--- src/rtl/composer_pkg.sv ---
// Shared helpers for the layer composer: opacity test and sprite slot matching.
package composer_pkg;

    localparam int MAX_PIX_W = 16;
    localparam int MAX_ZW    = 8;

    // A line-buffer entry is opaque whenever its palette index is non-zero.
    function automatic logic is_opaque(input logic [MAX_PIX_W-1:0] colour);
        is_opaque = (colour != {MAX_PIX_W{1'b0}});
    endfunction

    // Sprite with depth z sits just below tile layer z-1; z=0 never matches any slot.
    function automatic logic sprite_in_slot(
        input logic                 en,
        input logic [MAX_PIX_W-1:0] colour,
        input logic [MAX_ZW-1:0]    z,
        input logic [MAX_ZW-1:0]    slot
    );
        sprite_in_slot = en && is_opaque(colour) && (z == (slot + 8'd1));
    endfunction

endpackage

--- src/rtl/composer_mux.sv ---
// Combinational priority mux: tile layers bottom to top, sprite inserted at its Z slot.
module composer_mux
    import composer_pkg::*;
#(
    parameter int NUM_LAYERS = 2,
    parameter int PIX_W      = 8,
    parameter int ZW         = 2
) (
    input  logic [NUM_LAYERS*PIX_W-1:0] layer_data,
    input  logic [NUM_LAYERS-1:0]       layer_en,
    input  logic [PIX_W+ZW-1:0]         sprite_data,
    input  logic                        sprite_en,
    output logic [PIX_W-1:0]            pix
);

    logic [PIX_W-1:0] sprite_colour_s;
    logic [ZW-1:0]    sprite_z_s;

    assign sprite_colour_s = sprite_data[PIX_W-1:0];
    assign sprite_z_s      = sprite_data[PIX_W+ZW-1:PIX_W];

    // Walk slots upward; each later opaque source overwrites what is below it.
    always_comb begin
        pix = {PIX_W{1'b0}};
        for (int s = 0; s < NUM_LAYERS; s++) begin
            pix = sprite_in_slot(sprite_en, MAX_PIX_W'(sprite_colour_s),
                                 MAX_ZW'(sprite_z_s), MAX_ZW'(s)) ? sprite_colour_s : pix;
            pix = (layer_en[s] && is_opaque(MAX_PIX_W'(layer_data[s*PIX_W +: PIX_W])))
                  ? layer_data[s*PIX_W +: PIX_W] : pix;
        end
        pix = sprite_in_slot(sprite_en, MAX_PIX_W'(sprite_colour_s),
                             MAX_ZW'(sprite_z_s), MAX_ZW'(NUM_LAYERS)) ? sprite_colour_s : pix;
    end

endmodule

--- src/rtl/layer_composer.sv ---
// Merges NUM_LAYERS tile line buffers and a sprite line buffer into the display stream,
// and generates line/frame timing, scaled read indices and IRQs for the renderers.
module layer_composer
    import composer_pkg::*;
#(
    parameter int NUM_LAYERS = 2,
    parameter int PIX_W      = 8,
    parameter int H_ACTIVE   = 640,
    parameter int V_ACTIVE   = 480,
    parameter int OUT_REG    = 0,
    parameter int ZW         = $clog2(NUM_LAYERS + 2)
) (
    input  logic                        clk,
    input  logic                        rst_n,
    input  logic                        interlaced,
    input  logic [7:0]                  frac_x_incr,
    input  logic [7:0]                  frac_y_incr,
    input  logic [PIX_W-1:0]            border_color,
    input  logic [9:0]                  active_hstart,
    input  logic [9:0]                  active_hstop,
    input  logic [8:0]                  active_vstart,
    input  logic [8:0]                  active_vstop,
    input  logic [8:0]                  irqline,
    input  logic [NUM_LAYERS-1:0]       layer_enabled,
    input  logic                        sprites_enabled,
    output logic                        current_field,
    output logic                        line_irq,
    output logic                        frame_irq,
    output logic [8:0]                  scanline,
    output logic [8:0]                  line_idx,
    output logic                        line_render_start,
    output logic [9:0]                  lb_rdidx,
    input  logic [NUM_LAYERS*PIX_W-1:0] layer_lb_rddata,
    input  logic [PIX_W+ZW-1:0]         sprite_lb_rddata,
    output logic                        sprite_lb_erase_start,
    input  logic                        display_next_frame,
    input  logic                        display_next_line,
    input  logic                        display_next_pixel,
    input  logic                        display_current_field,
    output logic                        display_active,
    output logic [PIX_W-1:0]            display_data
);

    logic [9:0]       y_r;
    logic [9:0]       y_rr_r;
    logic [10:0]      x_cnt_r;
    logic [15:0]      y_scaled_r;
    logic [16:0]      x_scaled_r;
    logic             current_field_r;
    logic             line_irq_r;
    logic             frame_irq_r;
    logic             active_r;
    logic             next_line_d_r;
    logic             started_r;
    logic             render_start_r;

    logic [9:0]       x_s;
    logic             hactive_s;
    logic             vactive_s;
    logic             irq_hit_s;
    logic             vstart_reached_s;
    logic [15:0]      y_step_s;
    logic [15:0]      y_load_s;
    logic [16:0]      x_step_s;
    logic [PIX_W-1:0] mux_pix_s;
    logic [PIX_W-1:0] composed_s;

    assign x_s              = x_cnt_r[10:1];
    assign hactive_s        = (x_s >= active_hstart) && (x_s < active_hstop);
    assign vactive_s        = (y_rr_r >= {1'b0, active_vstart}) && (y_rr_r < {1'b0, active_vstop});
    assign irq_hit_s        = interlaced ? (y_r[9:1] == {1'b0, irqline[8:1]})
                                         : (y_r == {1'b0, irqline});
    assign vstart_reached_s = (y_r >= {1'b0, active_vstart});
    // Interlaced frames advance two source lines per field line, and x runs at half rate.
    assign y_step_s         = interlaced ? {7'd0, frac_y_incr, 1'b0} : {8'd0, frac_y_incr};
    assign y_load_s         = (interlaced && (current_field_r ^ active_vstart[0]))
                              ? {8'd0, frac_y_incr} : 16'd0;
    assign x_step_s         = interlaced ? {10'd0, frac_x_incr[7:1]} : {9'd0, frac_x_incr};

    assign current_field         = current_field_r;
    assign line_irq              = line_irq_r;
    assign frame_irq             = frame_irq_r;
    assign scanline              = y_rr_r[9] ? 9'd511 : y_r[8:0];
    assign line_idx              = y_scaled_r[15:7];
    assign line_render_start     = render_start_r;
    assign lb_rdidx              = x_scaled_r[16:7];
    assign sprite_lb_erase_start = (x_cnt_r == {10'(H_ACTIVE - 1), interlaced});

    // Line/field counters and IRQ pulses; a frame strobe overrides a coincident line strobe.
    always_ff @(posedge clk or negedge rst_n) begin
        if (!rst_n) begin
            y_r             <= 10'd0;
            y_rr_r          <= 10'd0;
            current_field_r <= 1'b0;
            line_irq_r      <= 1'b0;
            frame_irq_r     <= 1'b0;
            next_line_d_r   <= 1'b0;
        end else begin
            if (display_next_frame) begin
                y_r             <= (interlaced && !display_current_field) ? 10'd1 : 10'd0;
                current_field_r <= !display_current_field;
            end else if (display_next_line) begin
                y_r <= y_r + (interlaced ? 10'd2 : 10'd1);
            end
            if (display_next_line) begin
                y_rr_r <= y_r;
            end
            line_irq_r    <= display_next_line && irq_hit_s;
            frame_irq_r   <= display_next_frame;
            next_line_d_r <= display_next_line;
        end
    end

    // Pixel counter and horizontally scaled line-buffer index; line start clears both.
    always_ff @(posedge clk or negedge rst_n) begin
        if (!rst_n) begin
            x_cnt_r    <= 11'd0;
            x_scaled_r <= 17'd0;
        end else if (display_next_line) begin
            x_cnt_r    <= 11'd0;
            x_scaled_r <= 17'd0;
        end else if (display_next_pixel) begin
            x_cnt_r <= x_cnt_r + (interlaced ? 11'd1 : 11'd2);
            if (hactive_s && (lb_rdidx < 10'(H_ACTIVE))) begin
                x_scaled_r <= x_scaled_r + x_step_s;
            end
        end
    end

    // Vertically scaled line index, updated the cycle after each line strobe.
    always_ff @(posedge clk or negedge rst_n) begin
        if (!rst_n) begin
            y_scaled_r     <= 16'd0;
            started_r      <= 1'b0;
            render_start_r <= 1'b0;
        end else begin
            render_start_r <= 1'b0;
            if (next_line_d_r) begin
                if (!started_r && vstart_reached_s) begin
                    y_scaled_r     <= y_load_s;
                    started_r      <= 1'b1;
                    render_start_r <= 1'b1;
                end else if ((line_idx < 9'(V_ACTIVE)) && vactive_s) begin
                    y_scaled_r     <= y_scaled_r + y_step_s;
                    render_start_r <= 1'b1;
                end
            end
            if (display_next_frame) begin
                started_r <= 1'b0;
            end
        end
    end

    // Active-window flag, one cycle behind the counters.
    always_ff @(posedge clk or negedge rst_n) begin
        if (!rst_n) begin
            active_r <= 1'b0;
        end else begin
            active_r <= hactive_s && vactive_s;
        end
    end

    composer_mux #(
        .NUM_LAYERS (NUM_LAYERS),
        .PIX_W      (PIX_W),
        .ZW         (ZW)
    ) u_mux (
        .layer_data  (layer_lb_rddata),
        .layer_en    (layer_enabled),
        .sprite_data (sprite_lb_rddata),
        .sprite_en   (sprites_enabled),
        .pix         (mux_pix_s)
    );

    assign composed_s = active_r ? mux_pix_s : border_color;

    generate
        if (OUT_REG != 0) begin : g_out_reg
            logic [PIX_W-1:0] data_r;
            logic             act_r;

            // Optional output stage keeping data and active flag aligned.
            always_ff @(posedge clk or negedge rst_n) begin
                if (!rst_n) begin
                    data_r <= {PIX_W{1'b0}};
                    act_r  <= 1'b0;
                end else begin
                    data_r <= composed_s;
                    act_r  <= active_r;
                end
            end

            assign display_data   = data_r;
            assign display_active = act_r;
        end else begin : g_out_comb
            assign display_data   = composed_s;
            assign display_active = active_r;
        end
    endgenerate

endmodule

--- config.mk ---
export PLATFORM = sky130hd
export DESIGN_NAME = layer_composer
export DESIGN_NICKNAME = d
export VERILOG_FILES = /design/src/rtl/composer_pkg.sv /design/src/rtl/composer_mux.sv /design/src/rtl/layer_composer.sv
export SDC_FILE = /design/constraint.sdc
export NUM_CORES = 1
export LEC_CHECK = 0
export ABC_CLOCK_PERIOD_IN_PS = 2800
export CELL_PAD_IN_SITES_DETAIL_PLACEMENT = 1
export CELL_PAD_IN_SITES_GLOBAL_PLACEMENT = 2
export CORE_MARGIN = 2
export CORE_UTILIZATION = 30
export CTS_CLUSTER_DIAMETER = 30
export DETAILED_ROUTE_END_ITERATION = 10
export HOLD_SLACK_MARGIN = 0.08
export PLACE_DENSITY_LB_ADDON = 0.1
export SLEW_MARGIN = 20
export SYNTH_ARGS = -nofsm -noshare
export SYNTH_HDL_FRONTEND = slang
export SYNTH_SLANG_ARGS = --single-unit
--- constraint.sdc ---
create_clock -name clk -period 2.8 [get_ports clk]
set_input_delay 0.7 -clock clk [delete_from_list [all_inputs] [get_ports clk]]
set_output_delay 0.7 -clock clk [all_outputs]
set_load 0.02 [all_outputs]
==> metrics.yaml <==
cts:
  htreeDepth: 3
  cts_tree: "built"
  cts.sinks: 71
  numCtsBuffers: 9
  cts_buffer_depth: 2
  root_buffer: "clkbuf_16"
  clock_latency_ns: 0.35
  cts.clk_slew.worst_paths_ns: 0.07
critical_path:
  cp-end-kind: "output pin"
  max_stage_delay_ns: 0.54
  crit_top_cell: "buf_6"
  critPathLaunchType: "primary input"
  r2r-end: "x_scaled_r[14]"
  cp_num_buf_inv: 2
  cp_max_fo: 8
  regToRegStartpoint: "x_cnt_r[8]"
  reg2reg_depth: 9
  critPathTopFamily: "simple AND/OR/NAND/NOR gates"
  worstPathArrival_ns: 2.14
  worstSetupPathType: "in -> out"
  cp.required_ns: 2.10
  reg2reg_setup_slack_ns: 0.33
  critical_path.cell_chain: "buf_6 -> or4_4 -> o21ai_4 -> o211a_4 -> a22o_1 -> nand2_1 -> nand3_2 -> buf_6"
  cp_slowest_cell: "or4_4"
floorplan:
  initial_utilization_pct: 30.5
  rows: 51
  top_level_ports: 149
  die-width_um: 144
  die_h_um: 144
  die-area_mm2: 0.0208
  coreArea_mm2: 0.0193
placement:
  finalWeightedCongestion: 0.814
  hpwl_um: 15300
  place_area_mm2: 0.00821
  port_buffers: 148
outcome:
  violations: "setup timing"
  status: "finished with violations"
logic_synthesis:
  synth_largest_area_cell: "dfrtp_1"
  ys_seq_area_share_pct: 30.2
  ys_types: 61
  synth_nets: 830
  yosysWarningCount: 0
  synth_common_cells: "71 x dfrtp_1, 66 x ha_1, 54 x nand2_1"
  ys_async_sr_fraction_pct: 100
  synth_top_cell_area_share_pct: 30.2
  synthCells: 653
  synth.most_common_cell: "dfrtp_1"
  synthFlopType: "dfrtp_1"
  synth_area_mm2: 0.00589
  synth_area_leaders: "dfrtp_1 30%, ha_1 14%, mux2_2 5.4%"
  syn_avg_cell_area_um2: 9.02
  synth_edf_count: 0
  synth_seq_cells: 71
cells_and_area:
  syn_to_final_growth_pct: 57.2
  antenna_cells: 0
  fin_nets: 1064
  finalInstanceArea_mm2: 0.00926
  drive_gt1_share_pct: 32.5
sta:
  grt_setup_unrepaired: "yes"
  hold_violations: 0
  finalSetupViolations: 8
  finalCritPeriodShare_pct: 101
  worst_pin_slew_ns: 0.668
  min_period_ns: 2.84
  hold_slack_ns: 0.273
  skew_ns: 0.00983
  slew_viol_final: 0
  fin_ws_ns: -0.0370
  relSlewSlack_pct: 55.3
  max_freq_mhz: 352
global_routing:
  grt_pass1_vias: 6309
  grt_start_max_net_pins: 49
  grt_usage_pct: 19.3
  grt_antenna_before_repair: 0
  overflow: 0
  grt_pass1_wl_um: 31600
pwr:
  peakVddDrop_mv: 0.231
  power_density_mw_per_mm2: 404
  power.leakage_nw: 4.42
detailed_routing:
  vias: 5725
  drtAntennaViolNets: 0
  route.detailed.drc: 0
  totalWireLength_um: 20000
  vias_per_cell: 4.95
  dr.first_iter.drc_count: 138
  dr.pass1.iters: 4
  wl_per_cell_um: 17.3
flow_run:
  cap_violations: 0
min_path:
  hp-class: "in -> async"
worst max path at each step:
stage | from | endpoint | slack, ns | cells after the start
5_1_grt | layer_lb_rddata[12] | display_data[4] | -0.11 | 8
2_1_floorplan | layer_lb_rddata[5] | display_data[0] | 0.01 | 6
4_1_cts | layer_lb_rddata[10] | display_data[0] | -0.05 | 8
3_3_place_gp | layer_lb_rddata[13] | display_data[0] | -1.02 | 8
6_report | layer_lb_rddata[12] | display_data[5] | -0.04 | 8
3_5_place_dp | layer_lb_rddata[13] | display_data[5] | -1.08 | 8
power breakdown:
part | internal, W | switching, W | total (W)
sequential | 0.00110 | 0.0000741 | 0.00117
combinational | 0.000738 | 0.000637 | 0.00137
clock | 0.000715 | 0.000475 | 0.00119
area by class of cell:
type                    count  area, um^2
fillers                  2205       10100
multi-input cells         497        4340
repair buffers            255        2320
flip-flops and latches     71        1780
well taps                 265         332
clock buffers              13         250
inverters                  53         199
clock inverters             3        42.5
routing by layer:
layer  routed length [um]  part of all wire (%)  track usage, %
met1                 8680                    43            23.4
met2                10200                    51            35.2
met3                  870                   4.3            2.85
met4                  298                   1.5            6.04
met5                    0                     0               0
registers in the layout, indices dropped and copies added, names as in the netlist:
| signal | count |
|---|---|
| x_cnt_r | 11 |
| line_render_start | 1 |
| started_r | 1 |
| frame_irq | 1 |
| x_scaled_r | 17 |
| line_irq | 1 |
| next_line_d_r | 1 |
| y_rr_r | 10 |
| display_active | 1 |
| y_scaled_r | 16 |
| current_field | 1 |
| y_r | 10 |
through the flow:
step	worst slack, ns	total power (W)	instances	setup TNS (ns)	util, %
4_1_cts	-0.0499	0.00370	1149	-0.305	46.0
2_1_floorplan	0.0145	0.00181	653	0	-
3_5_place_dp	-1.08	0.00234	1120	-29.09	42.4
6_report	-0.0370	0.00374	1157	-0.214	47.9
5_1_grt	-0.113	0.00395	1157	-1.11	47.9
3_3_place_gp	-1.02	0.00228	1120	-27.31	42.4
cell families after synthesis:
kind of cell | after synthesis | share of synthesized area [%]
AO/OA/AOI/OAI | 132 | 15.1
buffers and inverters | 85 | 6.78
multiplexers | 47 | 8.58
AND/OR/NAND/NOR | 210 | 18.3
adder cells (fa/ha/maj) | 70 | 15.4
flip-flops | 71 | 30.2
XOR/XNOR | 38 | 5.65
cell usage in the layout (no fill, tap or decap), types with 4 or more instances in the layout:
cell type / netlist / layout
mux2i_1: 19 / 18
ha_1: 66 / 45
o21ai_0: 26 / 17
nor2b_1: 13 / 10
dlygate4sd2_1: 0 / 9
clkbuf_16: 0 / 9
mux2_2: 28 / 23
a21oi_2: 0 / 8
buf_6: 1 / 16
clkdlybuf4s15_1: 0 / 5
nand3_2: 1 / 10
inv_2: 0 / 10
ha_4: 0 / 18
xnor2_1: 17 / 17
and3_1: 10 / 9
o211ai_1: 11 / 11
nand2_1: 54 / 51
dfrtp_1: 71 / 71
dlymetal6s2s_1: 0 / 9
nand3_1: 23 / 13
clkbuf_2: 0 / 4
or3_1: 9 / 8
buf_2: 1 / 10
or2_2: 10 / 10
or4_4: 0 / 7
nand2b_1: 7 / 7
a211oi_2: 2 / 4
a21o_1: 18 / 18
nor2_1: 46 / 44
clkdlybuf4s50_1: 0 / 95
a21oi_1: 30 / 22
o21ai_1: 0 / 5
buf_4: 19 / 100
xor2_1: 21 / 21
buf_12: 0 / 5
nand4_1: 10 / 10
inv_1: 52 / 42
mux2_4: 0 / 5
a22o_1: 8 / 8
repair_timing:
action	4_1_cts	5_1_grt
pin swaps	63	52
hold buffers	0	0
buffers inserted	14	9
endpoints found under the setup margin	37	41
hold endpoints to repair	0	0
gates resized for setup	210	71
gates cloned	0	0
Note: power is estimated with default switching activity, not from simulation.
